==> config.mk <==
export PLATFORM = sky130hd
export DESIGN_NAME = iob_sp_ram_be_ctrl_flat
export DESIGN_NICKNAME = d
export VERILOG_FILES = /design/src/rtl/iob_sp_ram_be_ctrl_pkg.sv /design/src/rtl/iob_sp_ram_be_ctrl_if.sv /design/src/rtl/iob_sync_fifo.sv /design/src/rtl/iob_sp_ram_be_ctrl.sv /design/src/flat_wrapper.sv
export SDC_FILE = /design/constraint.sdc
export NUM_CORES = 1
export LEC_CHECK = 0
export BUFFER_PORTS_ARGS = -buffer_cell sky130_fd_sc_hd__clkbuf_2
export CORE_ASPECT_RATIO = 2
export CORE_MARGIN = 4
export CORE_UTILIZATION = 40
export CTS_CLUSTER_SIZE = 14
export DETAILED_ROUTE_END_ITERATION = 8
export PLACE_DENSITY = 0.71
export SLEW_MARGIN = 20
export SYNTH_ARGS = -nofsm -noshare
export SYNTH_HDL_FRONTEND = slang
export SYNTH_SLANG_ARGS = --single-unit
==> constraint.sdc <==
create_clock -name clk -period 2.49 [get_ports clk]
set_clock_uncertainty 0.2 [all_clocks]
set_input_delay 0.249 -clock clk [delete_from_list [all_inputs] [get_ports clk]]
set_output_delay 0.249 -clock clk [all_outputs]
set_load 0.02 [all_outputs]
==> src/rtl/iob_sp_ram_be_ctrl_pkg.sv <==
// Shared definitions for the byte-enable RAM request/response front-end.
// Holds the strobe-is-read test and the minimum response buffer depth.
package iob_sp_ram_be_ctrl_pkg;

    localparam int unsigned MIN_RSP_DEPTH = 2;
    localparam int unsigned MAX_NUM_COL   = 64;

    // An all-zero strobe is a read; callers zero-extend their strobe to MAX_NUM_COL.
    function automatic logic strb_is_read(input logic [MAX_NUM_COL-1:0] wstrb);
        return ~|wstrb;
    endfunction

endpackage

==> src/rtl/iob_sp_ram_be_ctrl_if.sv <==
// Request/response bus between a requester (master) and the RAM front-end (slave).
interface iob_sp_ram_be_ctrl_if #(
    parameter int unsigned ADDR_WIDTH = 10,
    parameter int unsigned DATA_WIDTH = 32,
    parameter int unsigned NUM_COL    = 4
);

    logic                  req_valid;
    logic                  req_ready;
    logic [ADDR_WIDTH-1:0] req_addr;
    logic [DATA_WIDTH-1:0] req_wdata;
    logic [NUM_COL-1:0]    req_wstrb;
    logic                  rsp_valid;
    logic                  rsp_ready;
    logic [DATA_WIDTH-1:0] rsp_rdata;

    modport master (
        output req_valid, req_addr, req_wdata, req_wstrb, rsp_ready,
        input  req_ready, rsp_valid, rsp_rdata
    );

    modport slave (
        input  req_valid, req_addr, req_wdata, req_wstrb, rsp_ready,
        output req_ready, rsp_valid, rsp_rdata
    );

endinterface

==> src/rtl/iob_sync_fifo.sv <==
// Synchronous FIFO with arbitrary (non-power-of-2) depth and an occupancy count.
module iob_sync_fifo #(
    parameter int unsigned DATA_WIDTH = 32,
    parameter int unsigned DEPTH      = 3,
    parameter int unsigned PTR_W      = (DEPTH > 1) ? $clog2(DEPTH) : 1,
    parameter int unsigned CNT_W      = $clog2(DEPTH + 1)
) (
    input  logic                  clk,
    input  logic                  rst,
    input  logic                  push,
    input  logic [DATA_WIDTH-1:0] push_data,
    input  logic                  pop,
    output logic [DATA_WIDTH-1:0] pop_data,
    output logic [CNT_W-1:0]      count
);

    logic [DATA_WIDTH-1:0] mem [DEPTH];
    logic [PTR_W-1:0]      rd_ptr;
    logic [PTR_W-1:0]      wr_ptr;

    function automatic logic [PTR_W-1:0] ptr_next(input logic [PTR_W-1:0] p);
        return (p == PTR_W'(DEPTH - 1)) ? '0 : p + 1'b1;
    endfunction

    assign pop_data = mem[rd_ptr];

    always_ff @(posedge clk) begin
        if (push) begin
            mem[wr_ptr] <= push_data;
        end
    end

    always_ff @(posedge clk or posedge rst) begin
        if (rst) begin
            rd_ptr <= '0;
            wr_ptr <= '0;
            count  <= '0;
        end else begin
            if (push) begin
                wr_ptr <= ptr_next(wr_ptr);
            end
            if (pop) begin
                rd_ptr <= ptr_next(rd_ptr);
            end
            case ({push, pop})
                2'b10:   count <= count + 1'b1;
                2'b01:   count <= count - 1'b1;
                default: count <= count;
            endcase
        end
    end

    // The upstream credit scheme must never let a push land on a full buffer.
    a_no_overflow : assert property (@(posedge clk) disable iff (rst)
        !(push && !pop && (count == CNT_W'(DEPTH))));

endmodule

==> src/rtl/iob_sp_ram_be_ctrl.sv <==
// Valid/ready front-end for a byte-enable single-port RAM: issues requests,
// captures read data one cycle later and returns it through a credit-limited FIFO.
module iob_sp_ram_be_ctrl
    import iob_sp_ram_be_ctrl_pkg::*;
#(
    parameter int unsigned NUM_COL    = 4,
    parameter int unsigned COL_WIDTH  = 8,
    parameter int unsigned ADDR_WIDTH = 10,
    parameter int unsigned DATA_WIDTH = NUM_COL * COL_WIDTH,
    parameter int unsigned RSP_DEPTH  = 3
) (
    input  logic                  clk,
    input  logic                  rst,
    iob_sp_ram_be_ctrl_if.slave   bus,
    output logic                  ram_en,
    output logic [NUM_COL-1:0]    ram_we,
    output logic [ADDR_WIDTH-1:0] ram_addr,
    output logic [DATA_WIDTH-1:0] ram_din,
    input  logic [DATA_WIDTH-1:0] ram_dout
);

    localparam int unsigned CNT_W = $clog2(RSP_DEPTH + 1);

    if (RSP_DEPTH < MIN_RSP_DEPTH) begin : g_bad_depth
        $error("iob_sp_ram_be_ctrl: RSP_DEPTH must be at least %0d", MIN_RSP_DEPTH);
    end

    logic             inflight;
    logic [CNT_W-1:0] count;
    logic [CNT_W:0]   outstanding;
    logic             accept;
    logic             rd_accept;
    logic             pop;

    // Every read either sits in the FIFO or is in flight, so their sum is the credit in use.
    assign outstanding   = {1'b0, count} + (CNT_W + 1)'(inflight);
    assign bus.req_ready = !rst && (outstanding < (CNT_W + 1)'(RSP_DEPTH));

    assign accept    = bus.req_valid && bus.req_ready;
    assign rd_accept = accept && strb_is_read(MAX_NUM_COL'(bus.req_wstrb));

    assign ram_en   = accept;
    assign ram_we   = accept ? bus.req_wstrb : '0;
    assign ram_addr = bus.req_addr;
    assign ram_din  = bus.req_wdata;

    always_ff @(posedge clk or posedge rst) begin
        if (rst) begin
            inflight <= 1'b0;
        end else begin
            inflight <= rd_accept;
        end
    end

    assign bus.rsp_valid = (count != '0);
    assign pop           = bus.rsp_valid && bus.rsp_ready;

    iob_sync_fifo #(
        .DATA_WIDTH (DATA_WIDTH),
        .DEPTH      (RSP_DEPTH)
    ) u_rsp_fifo (
        .clk       (clk),
        .rst       (rst),
        .push      (inflight),
        .push_data (ram_dout),
        .pop       (pop),
        .pop_data  (bus.rsp_rdata),
        .count     (count)
    );

endmodule

==> src/flat_wrapper.sv <==
// flat-port wrapper written by rule: the top's interface ports become plain ports
module iob_sp_ram_be_ctrl_flat import iob_sp_ram_be_ctrl_pkg::*;
#(
    parameter int unsigned NUM_COL    = 4,
    parameter int unsigned COL_WIDTH  = 8,
    parameter int unsigned ADDR_WIDTH = 10,
    parameter int unsigned DATA_WIDTH = NUM_COL * COL_WIDTH,
    parameter int unsigned RSP_DEPTH  = 3
)
  (clk, rst, ram_en, ram_we, ram_addr, ram_din, ram_dout, bus_req_valid, bus_req_addr, bus_req_wdata, bus_req_wstrb, bus_rsp_ready, bus_req_ready, bus_rsp_valid, bus_rsp_rdata);
  iob_sp_ram_be_ctrl_if #(.ADDR_WIDTH(ADDR_WIDTH), .DATA_WIDTH(DATA_WIDTH), .NUM_COL(NUM_COL)) bus_i ();
  input  logic clk;
  input  logic rst;
  output logic ram_en;
  output logic [NUM_COL-1:0] ram_we;
  output logic [ADDR_WIDTH-1:0] ram_addr;
  output logic [DATA_WIDTH-1:0] ram_din;
  input  logic [DATA_WIDTH-1:0] ram_dout;
  input wire logic [$bits(bus_i.req_valid)-1:0] bus_req_valid;
  input wire logic [$bits(bus_i.req_addr)-1:0] bus_req_addr;
  input wire logic [$bits(bus_i.req_wdata)-1:0] bus_req_wdata;
  input wire logic [$bits(bus_i.req_wstrb)-1:0] bus_req_wstrb;
  input wire logic [$bits(bus_i.rsp_ready)-1:0] bus_rsp_ready;
  output wire logic [$bits(bus_i.req_ready)-1:0] bus_req_ready;
  output wire logic [$bits(bus_i.rsp_valid)-1:0] bus_rsp_valid;
  output wire logic [$bits(bus_i.rsp_rdata)-1:0] bus_rsp_rdata;
  assign bus_i.req_valid = bus_req_valid;
  assign bus_i.req_addr = bus_req_addr;
  assign bus_i.req_wdata = bus_req_wdata;
  assign bus_i.req_wstrb = bus_req_wstrb;
  assign bus_i.rsp_ready = bus_rsp_ready;
  assign bus_req_ready = bus_i.req_ready;
  assign bus_rsp_valid = bus_i.rsp_valid;
  assign bus_rsp_rdata = bus_i.rsp_rdata;
  iob_sp_ram_be_ctrl #(.NUM_COL(NUM_COL), .COL_WIDTH(COL_WIDTH), .ADDR_WIDTH(ADDR_WIDTH), .DATA_WIDTH(DATA_WIDTH), .RSP_DEPTH(RSP_DEPTH)) u_core (.clk(clk), .rst(rst), .bus(bus_i), .ram_en(ram_en), .ram_we(ram_we), .ram_addr(ram_addr), .ram_din(ram_din), .ram_dout(ram_dout));
endmodule
==> results of run 1 <==
per-stage QoR:
stage               TNS, ns  area (sq um)  setup slack, ns
floorplan             -2.39          4310          -0.0374
global placement          0          4540            0.454
detailed placement        0          4540            0.395
CTS                       0          5180           0.0193
global route        -0.0124          5200         -0.00643
finish                    0          5200            0.115
routing by layer:
layer	share of wire (%)	vias up	track usage, %
met2	56	85	23.0
met3	5.5	35	3.03
met4	4.5	0	8.86
met5	0	-	0
li1	-	1143	-
met1	34	1134	12.8
synth_stat cells:
master	instances	area share, %
nor2_1	3	0.26
a211oi_4	1	0.46
nand2_1	33	2.9
buf_6	1	0.26
nor3_2	1	0.23
buf_4	44	7.7
o21ai_0	5	0.58
and2_1	1	0.15
xor2_1	1	0.20
dfrtp_1	7	4.1
or2_2	1	0.15
o21ai_1	29	3.4
xnor2_1	2	0.41
clkbuf_1	3	0.26
inv_1	4	0.35
edfxtp_1	96	67
mux2i_1	32	7.4
a21o_1	3	0.52
ha_1	3	0.87
nor4_1	1	0.15
buf_12	3	1.4
and3_1	6	0.87
buf_2	2	0.23
nand2b_1	2	0.29
sequential cells by signal, indices dropped and copies added, names as in the netlist:
name                      count
u_core.u_rsp_fifo.count       2
u_core.u_rsp_fifo.wr_ptr      2
u_core.u_rsp_fifo.rd_ptr      2
u_core.inflight               1
u_core.u_rsp_fifo.mem        96
cell type report:
type | instances | share of cell area (%)
Timing Repair Buffer | 123 | 16.0
Clock buffer | 9 | 4.33
Inverter | 4 | 0.289
Sequential cell | 103 | 58.8
Multi-Input combinational cell | 124 | 15.9
Clock inverter | 7 | 1.39
Tap cell | 137 | 3.29
tightest hold or removal path, cell delays in order:
cell and delay, ns:
clkbuf_2 0.08, nor4_1 0.04, and3_1 0.16
power by group:
| part | internal (mW) | switching [mW] |
|---|---|---|
| clock network | 0.780 | 0.576 |
| registers | 1.95 | 0.110 |
| logic | 0.568 | 0.855 |
| total | 3.30 | 1.54 |
logic make-up after synthesis:
| kind of cell | Yosys count |
|---|---|
| flip-flops | 103 |
| buffers and inverters | 57 |
| AND/OR/NAND/NOR | 48 |
| AO/OA/AOI/OAI | 38 |
| multiplexers | 32 |
| XOR/XNOR | 3 |
| adder cells (fa/ha/maj) | 3 |
worst min path at each step:
stage | from | end | slack, ns | depth (start not counted)
after floorplan | rst | u_core.inflight | -0.15 | 1
after global placement | rst | u_core.u_rsp_fifo.count[0] | 0.01 | 2
after detailed placement | rst | u_core.u_rsp_fifo.count[1] | 0.02 | 2
after CTS | bus_req_wstrb[0] | u_core.inflight | 0.02 | 3
after global routing | bus_req_wstrb[3] | u_core.inflight | 0.03 | 3
final | bus_req_wstrb[0] | u_core.inflight | 0.03 | 3
timing repair:
item	in CTS	in global routing
setup buffers	0	2
endpoints found under the hold margin	104	0
resized for setup	0	7
hold buffers	34	0
setup endpoints to repair	0	5
==> impl_metrics.toml, run 1 <==
[floorplan]
fp.dieW_um = 81.4
coreArea_sq_um = 10500
row_count = 53
boundaryPins = 163
dieArea_sq_um = 12600
die_h_um = 155
start_util_pct = 40.8

[critical_path]
path_class = "reg -> out"
worst_setup_path_end_kind = "output pin"
r2r_slack_ns = 0.69
cp_num_buf_inv = 1
reg2reg_from = "u_core.u_rsp_fifo.wr_ptr[0]"
slowest_stage = "dfrtp_2"
reg2reg_depth = 3
path_common_cell = "ha_1"
startpoint_type = "register"
path_delay_family = "adder cells"
crit_path_max_incr_delay_ns = 0.43
startpoint = "u_core.u_rsp_fifo.count[0]"
path_cells = "ha_1, ha_1, a211oi_4, and3_1, buf_2"
crit_required_ns = 2.04
arrival_ns = 1.93
crit_end = "ram_we[3]"
r2r_end = "u_core.u_rsp_fifo.mem[2][18]"
crit_cells = 5
cp_max_fo = 7

[synth]
synth_compound_area_share_pct = 4.94
synth_nets = 369
ys_seq_elements = 103
synth_fa_ha_area_share_pct = 0.872
synthesis.area_sq_um = 4310
synthMuxAreaShare_pct = 7.44
synth_cells = 284
ys_seq_area_share_pct = 71.0
synthSimpleGateAreaFrac_pct = 4.97
synth_top_family_by_area = "buffers and inverters"
ys_types = 24
yosysWarnings = 0
synth_xor_area_share_pct = 0.610
synth.avg_cell_area_sq_um = 15.2

[global_routing]
grt_max_degree = 42
grt_usage_pct = 13.0
antenna_found_initial = 0
overflow = 0
grt_pass1_wl_um = 12000
grt_pass1_vias = 2486

[sta]
max_slew_margin_pct = 53.2
worstMarginPinSlew_ns = 0.702
fin_hold_ws_ns = 0.0335
max_freq_ghz = 0.421
fin_crit_ns = 2.38
drv_slew = 0
setup_viol = 0
period_share_pct = 95.4
hold_viol_final = 0

[cells_and_area]
multi_input_area_sq_um = 827
final_cell_mix = "96 x edfxtp_1, 74 x clkbuf_2, 34 x dlygate4sd3_1, 33 x nand2_1, 32 x mux2i_1"
fin_cells = 507
final_net_count = 450
fill_cells = 877
mostFrequentLayoutCell = "edfxtp_1"
post-route-util_pct = 49.4
diodes = 0
drive_gt1_share_pct = 30.5
seq_area_sq_um = 3060
synthToLayoutAreaGrowth_pct = 20.8

[power_and_ir_drop]
p_leak_nw = 2.00
power.total_mw = 4.84
power_density_nw_per_um2 = 929
ir_drop_mv = 0.741

[clock_network]
htreeDepth = 3
insertion_delay_ns = 0.33
cts_root_buffer = "clkbuf_16"
cts_sinks = 103
clk_pin_slew_ns = 0.07
cts_tree = "built"
cts_buffer_depth = 2
cts_buffers = 9

[route]
vias = 2397
wirelength_um = 7610
first_pass_iters = 4
drc = 0
routed_via_density = 4.73
initialDrtViolationCount = 116
drtAntennaViolNets = 0
detail_route.wl_per_cell_um = 15.0

[run]
drv_cap = 0

[place]
place_congestion = 0.735
dpl.hpwl_um = 5050
port_buffers = 78
dpl.cell_count = 455

[run_status]
outcome = "finished, final reports clean"

[hold_path]
hold_path.class = "in -> reg"
(Power assumes the default switching activity.)
==> run 2, diff against run 1 <==
--- a/config.mk
+++ b/config.mk
@@ -12,6 +12,7 @@
 export CTS_CLUSTER_SIZE = 14
 export DETAILED_ROUTE_END_ITERATION = 8
 export PLACE_DENSITY = 0.71
+export RECOVER_POWER = 50
 export SLEW_MARGIN = 20
 export SYNTH_ARGS = -nofsm -noshare
 export SYNTH_HDL_FRONTEND = slang
==> impl_metrics.toml, run 2 (synthesis results as in run 1) <==
[clock_network]
htreeDepth = 3
insertion_delay_ns = 0.33
clk_pin_slew_ns = 0.07
cts_root_buffer = "clkbuf_16"
cts_tree = "built"
cts_sinks = 103
cts_buffer_depth = 2
cts_buffers = 9

[sta]
setup_viol = 0
period_share_pct = 95.5
worstMarginPinSlew_ns = 0.704
drv_slew = 0
fin_crit_ns = 2.38
max_slew_margin_pct = 53.1
worst_slack_ns = 0.112
max_freq_ghz = 0.421
hold_viol_final = 0

[cells_and_area]
diodes = 0
final_net_count = 450
fin_cells = 507
final_area_sq_um = 5160
mostFrequentLayoutCell = "edfxtp_1"
synthToLayoutAreaGrowth_pct = 19.9
final_cell_mix = "96 x edfxtp_1, 41 x clkbuf_2, 34 x dlygate4sd3_1, 33 x nand2_1, 33 x clkbuf_1"
largest_register_ffs = 96
drive_gt1_share_pct = 21.6
regMostFlops = "u_core.u_rsp_fifo.mem"
post-route-util_pct = 49.0

[critical_path]
crit_required_ns = 2.04
path_class = "reg -> out"
worst_setup_path_end_kind = "output pin"
startpoint_type = "register"
arrival_ns = 1.93
cp_max_fo = 7

[route]
wl_met2_um = 4320
detail_route.wl_per_cell_um = 15.0
wirelength_um = 7610
wl_met1_um = 2560
vias = 2394
wl_met3_um = 397
first_pass_iters = 4
initialDrtViolationCount = 122
routed_via_density = 4.72
highest_layer = "met4"
drtAntennaViolNets = 0
drc = 0

[place]
placed_area_sq_um = 4540
port_buffers = 78
place_congestion = 0.735
dpl.cell_count = 455
dpl.hpwl_um = 5050
place_ws_ns = 0.395

[global_routing]
grt_max_degree = 42
antenna_found_initial = 0
grt_pass1_wl_um = 12000
grt_pass1_vias = 2486
overflow = 0
grt_usage_pct = 13.0

[run_status]
outcome = "finished, final reports clean"

[floorplan]
fp.dieW_um = 81.4
die_h_um = 155
boundaryPins = 163
row_count = 53
start_util_pct = 40.8
dieArea_sq_um = 12600
coreArea_sq_um = 10500

[power_and_ir_drop]
p_seq_share_pct = 42.6
p_int_mw = 3.29
power_density_nw_per_um2 = 936
pwr-share-clk_pct = 28.1
ir_drop_mv = 0.740
combPwrFrac_pct = 29.3
swShare_pct = 31.9
p_leak_nw = 1.90
power.switching_mw = 1.54

[hold_path]
hold_path.class = "in -> reg"

[run]
drv_cap = 0
==> run 2: repair_timing <==
action / in CTS / in global routing
hold buffers: 34 / 0
endpoints found under the hold margin: 104 / 0
gates resized for setup: 0 / 7
setup endpoints to repair: 0 / 5
buffers inserted: 0 / 2
==> run 2: final timing paths <==
path	start	slack (ns)	endpoint	depth (start not counted)
max	u_core.u_rsp_fifo.count[0]	0.11	ram_we[3]	5
min	bus_req_wstrb[0]	0.03	u_core.inflight	3
max reg2reg	u_core.u_rsp_fifo.wr_ptr[0]	0.68	u_core.u_rsp_fifo.mem[2][18]	3
min reg2reg	u_core.u_rsp_fifo.count[0]	0.30	u_core.u_rsp_fifo.count[0]	1
max in group asynchronous	rst	1.63	u_core.u_rsp_fifo.count[0]	3
min in group asynchronous	rst	0.22	u_core.inflight	3
==> run 2: power groups by stage <==
stage / combinational (mW) / clock, mW / sequential [mW]
after floorplan: 1.21 / 0 / 2.02
after global placement: 1.36 / 0 / 2.09
after detailed placement: 1.38 / 0 / 2.10
after CTS: 1.43 / 1.40 / 2.06
after global routing: 1.54 / 1.49 / 2.07
final: 1.42 / 1.36 / 2.06
==> run 2: layer usage <==
layer / up-vias / GRT usage (%)
met5: - / 0
met2: 79 / 23.0
met1: 1138 / 12.8
met3: 34 / 3.03
li1: 1143 / -
met4: 0 / 8.86
==> run 2: final cells by class <==
cell class / instances / area [sq um]
Sequential cell: 103 / 3060
Tap cell: 137 / 171
Clock buffer: 9 / 225
Timing Repair Buffer: 123 / 790
Clock inverter: 7 / 72.6
Fill cell: 891 / 5380
Multi-Input combinational cell: 124 / 827
Inverter: 4 / 15.0
==> run 2: metrics by stage <==
step | hold slack (ns) | setup TNS [ns] | total power, mW
2_1_floorplan | -0.148 | -2.39 | 3.23
3_3_place_gp | 0.0121 | 0 | 3.45
3_5_place_dp | 0.0185 | 0 | 3.48
4_1_cts | 0.0191 | 0 | 4.89
5_1_grt | 0.0319 | -0.0124 | 5.11
6_report | 0.0334 | 0 | 4.83
==> run 2: critical path, cell delays in order, from the launching register on <==
cell and delay [ns]:
dfrtp_2 0.43, ha_1 0.21, ha_1 0.31, a211oi_4 0.30, and3_1 0.19, buf_2 0.16
==> run 3, diff against run 2 <==
--- a/config.mk
+++ b/config.mk
@@ -5,6 +5,8 @@
 export SDC_FILE = /design/constraint.sdc
 export NUM_CORES = 1
 export LEC_CHECK = 0
+export ABC_AREA = 1
+export ABC_CLOCK_PERIOD_IN_PS = 2490
 export BUFFER_PORTS_ARGS = -buffer_cell sky130_fd_sc_hd__clkbuf_2
 export CORE_ASPECT_RATIO = 2
 export CORE_MARGIN = 4
==> impl_metrics.toml, run 3 <==
[route]
vias = 2632
routed_via_density = 4.74
drc = 0
detail_route.wl_per_cell_um = 16.1
initialDrtViolationCount = 94
wirelength_um = 8940
drtAntennaViolNets = 0
first_pass_iters = 4

[power_and_ir_drop]
swShare_pct = 34.9
combPwrFrac_pct = 33.0
p_int_mw = 3.27
power.total_mw = 5.02
power_density_nw_per_um2 = 984
p_leak_nw = 1.99
p_seq_share_pct = 39.8
pwr-share-clk_pct = 27.2
power.switching_mw = 1.75
ir_drop_mv = 0.606

[place]
dpl.hpwl_um = 5820
place_ws_ns = 0.499
placed_area_sq_um = 4490
port_buffers = 78
place_congestion = 0.737

[critical_path]
arrival_ns = 1.90
path_class = "reg -> out"
slowest_stage = "dfrtp_1"
cp_max_fo = 6
worst_setup_path_end_kind = "output pin"
crit_path_max_incr_delay_ns = 0.42
startpoint_type = "register"
path_delay_family = "adder cells"
path_common_cell = "ha_1"
path_cells = "ha_1, ha_1, nand2_1, nand4_1, nor2_1, clkbuf_2"
cp_num_buf_inv = 1
crit_required_ns = 2.04
r2r_slack_ns = 0.77

[synth]
synth.most_common_cell = "nand2_1"
synthArstFlopShare_pct = 6.80
synth_cells = 336
ys_seq_elements = 103
synth-edff-count = 96
synthFlopType = "edfxtp_1"
synth_nets = 421
yosysTopAreaCell = "edfxtp_1"
synth_commonest_cells = "109 x nand2_1, 96 x edfxtp_1, 43 x buf_4"
yosys.area.top_type_share_pct = 68.6
yosysWarnings = 0
ys_seq_area_share_pct = 72.7
synth.avg_cell_area_sq_um = 12.5
synthTopCellsByArea = "edfxtp_1 69%, nand2_1 9.7%, buf_4 7.7%"
ys_types = 16
synthesis.area_sq_um = 4210

[clock_network]
insertion_delay_ns = 0.33
cts_sinks = 103
cts_buffers = 9
cts_resized = 0
cts_buffer_depth = 2
cts_tree = "built"
clk_pin_slew_ns = 0.07
htreeDepth = 3
cts_root_buffer = "clkbuf_16"

[floorplan]
fp.dieW_um = 80.5
row_count = 52
coreArea_sq_um = 10200
dieArea_sq_um = 12300
die_h_um = 153
boundaryPins = 163
start_util_pct = 41.2

[global_routing]
grt_max_degree = 33
grt_pass1_vias = 2772
grt_pass1_wl_um = 13700
overflow = 0
antenna_found_initial = 0
grt_usage_pct = 15.1

[hold_path]
hold_path.class = "in -> reg"

[cells_and_area]
mostFrequentLayoutCell = "nand2_1"
diodes = 0
final_net_count = 500
synthToLayoutAreaGrowth_pct = 21.2
seq_area_sq_um = 3060
final_area_sq_um = 5100
drive_gt1_share_pct = 17.1
final_cell_mix = "109 x nand2_1, 96 x edfxtp_1, 46 x clkbuf_2, 36 x nand3_1, 35 x dlygate4sd3_1"
multi_input_area_sq_um = 722
largest_register_ffs = 96
fill_cells = 910
post-route-util_pct = 49.9
regMostFlops = "u_core.u_rsp_fifo.mem"

[sta]
period_share_pct = 94.3
setup_viol = 0
max_freq_ghz = 0.426
finalSetupTns_ns = 0
drv_slew = 0
fin_crit_ns = 2.35
rsz0062_at_grt = "false"
worst_slack_ns = 0.143
worstMarginPinSlew_ns = 0.486
hold_viol_final = 0
max_slew_margin_pct = 67.6

[run]
drv_cap = 0

[run_status]
outcome = "finished, final reports clean"
-- run 3: changes by cell type in the layout (fill, tap and decap cells not counted), sizes merged, moves of 3 or more --
cell and change:
nand2 +76, nand3 +36, mux2i -32, o21ai -32, inv +15, buf -8
and3 -6, clkbuf +5, nor2 +4, a21o -3, nand4 +3
-- run 3: repair_timing --
action / in CTS / in global routing
hold buffers: 35 / 0
hold endpoints to repair: 104 / 0
setup buffers: 0 / 0
-- run 3: worst min-delay path, stage by stage --
cell      delay [ns]
clkbuf_2        0.09
nand2_1         0.08
nand2_1         0.06
nand2_1         0.05
-- run 3: area by class of cell --
| type | count | area share [%] |
|---|---|---|
| clock inverter | 6 | 1.37 |
| timing repair buffer | 120 | 15.3 |
| multi-input combinational | 162 | 14.2 |
| tap | 135 | 3.31 |
| clock buffer | 10 | 4.49 |
| inverter | 19 | 1.40 |
| sequential | 103 | 60.0 |
-- run 3: kinds of logic after synthesis --
logic type	share of synthesized area [%]
compound gates	0.238
xor+xnor	0.208
fa+ha+maj	0.893
buf+inv	10.4
flops	72.7
simple gates	15.6
-- run 3: metrics by stage --
stage	hold WS [ns]	cells
2_1_floorplan	-0.131	336
3_5_place_dp	0.0119	504
3_3_place_gp	-0.0109	504
6_report	0.0423	555
4_1_cts	0.0479	555
5_1_grt	0.0706	555
-- run 3: worst paths after layout --
check | end | from | cells past startpoint
setup / recovery | ram_we[2] | u_core.u_rsp_fifo.count[0] | 6
hold / removal | u_core.u_rsp_fifo.rd_ptr[0] | bus_rsp_ready | 4
setup reg to reg | u_core.inflight | u_core.u_rsp_fifo.count[0] | 5
hold reg to reg | u_core.u_rsp_fifo.count[0] | u_core.u_rsp_fifo.count[0] | 1
max in group asynchronous | u_core.u_rsp_fifo.wr_ptr[0] | rst | 3
min in group asynchronous | u_core.u_rsp_fifo.rd_ptr[0] | rst | 3
-- run 3: power by group through the flow --
stage / combinational (mW) / sequential (mW) / clock (mW)
floorplan: 1.13 / 2.01 / 0
global placement: 1.61 / 2.03 / 0
detailed placement: 1.64 / 2.04 / 0
CTS: 1.69 / 2.00 / 1.40
global route: 1.82 / 2.01 / 1.49
finish: 1.66 / 2.00 / 1.36
-- run 3: metal layers --
metal,vias to the layer above,share of wire [%],global-route usage [%]
met1,1239,33,13.7
met5,-,0,0
met3,60,5.0,3.00
met4,0,6.7,12.8
met2,80,55,27.2
li1,1253,-,-
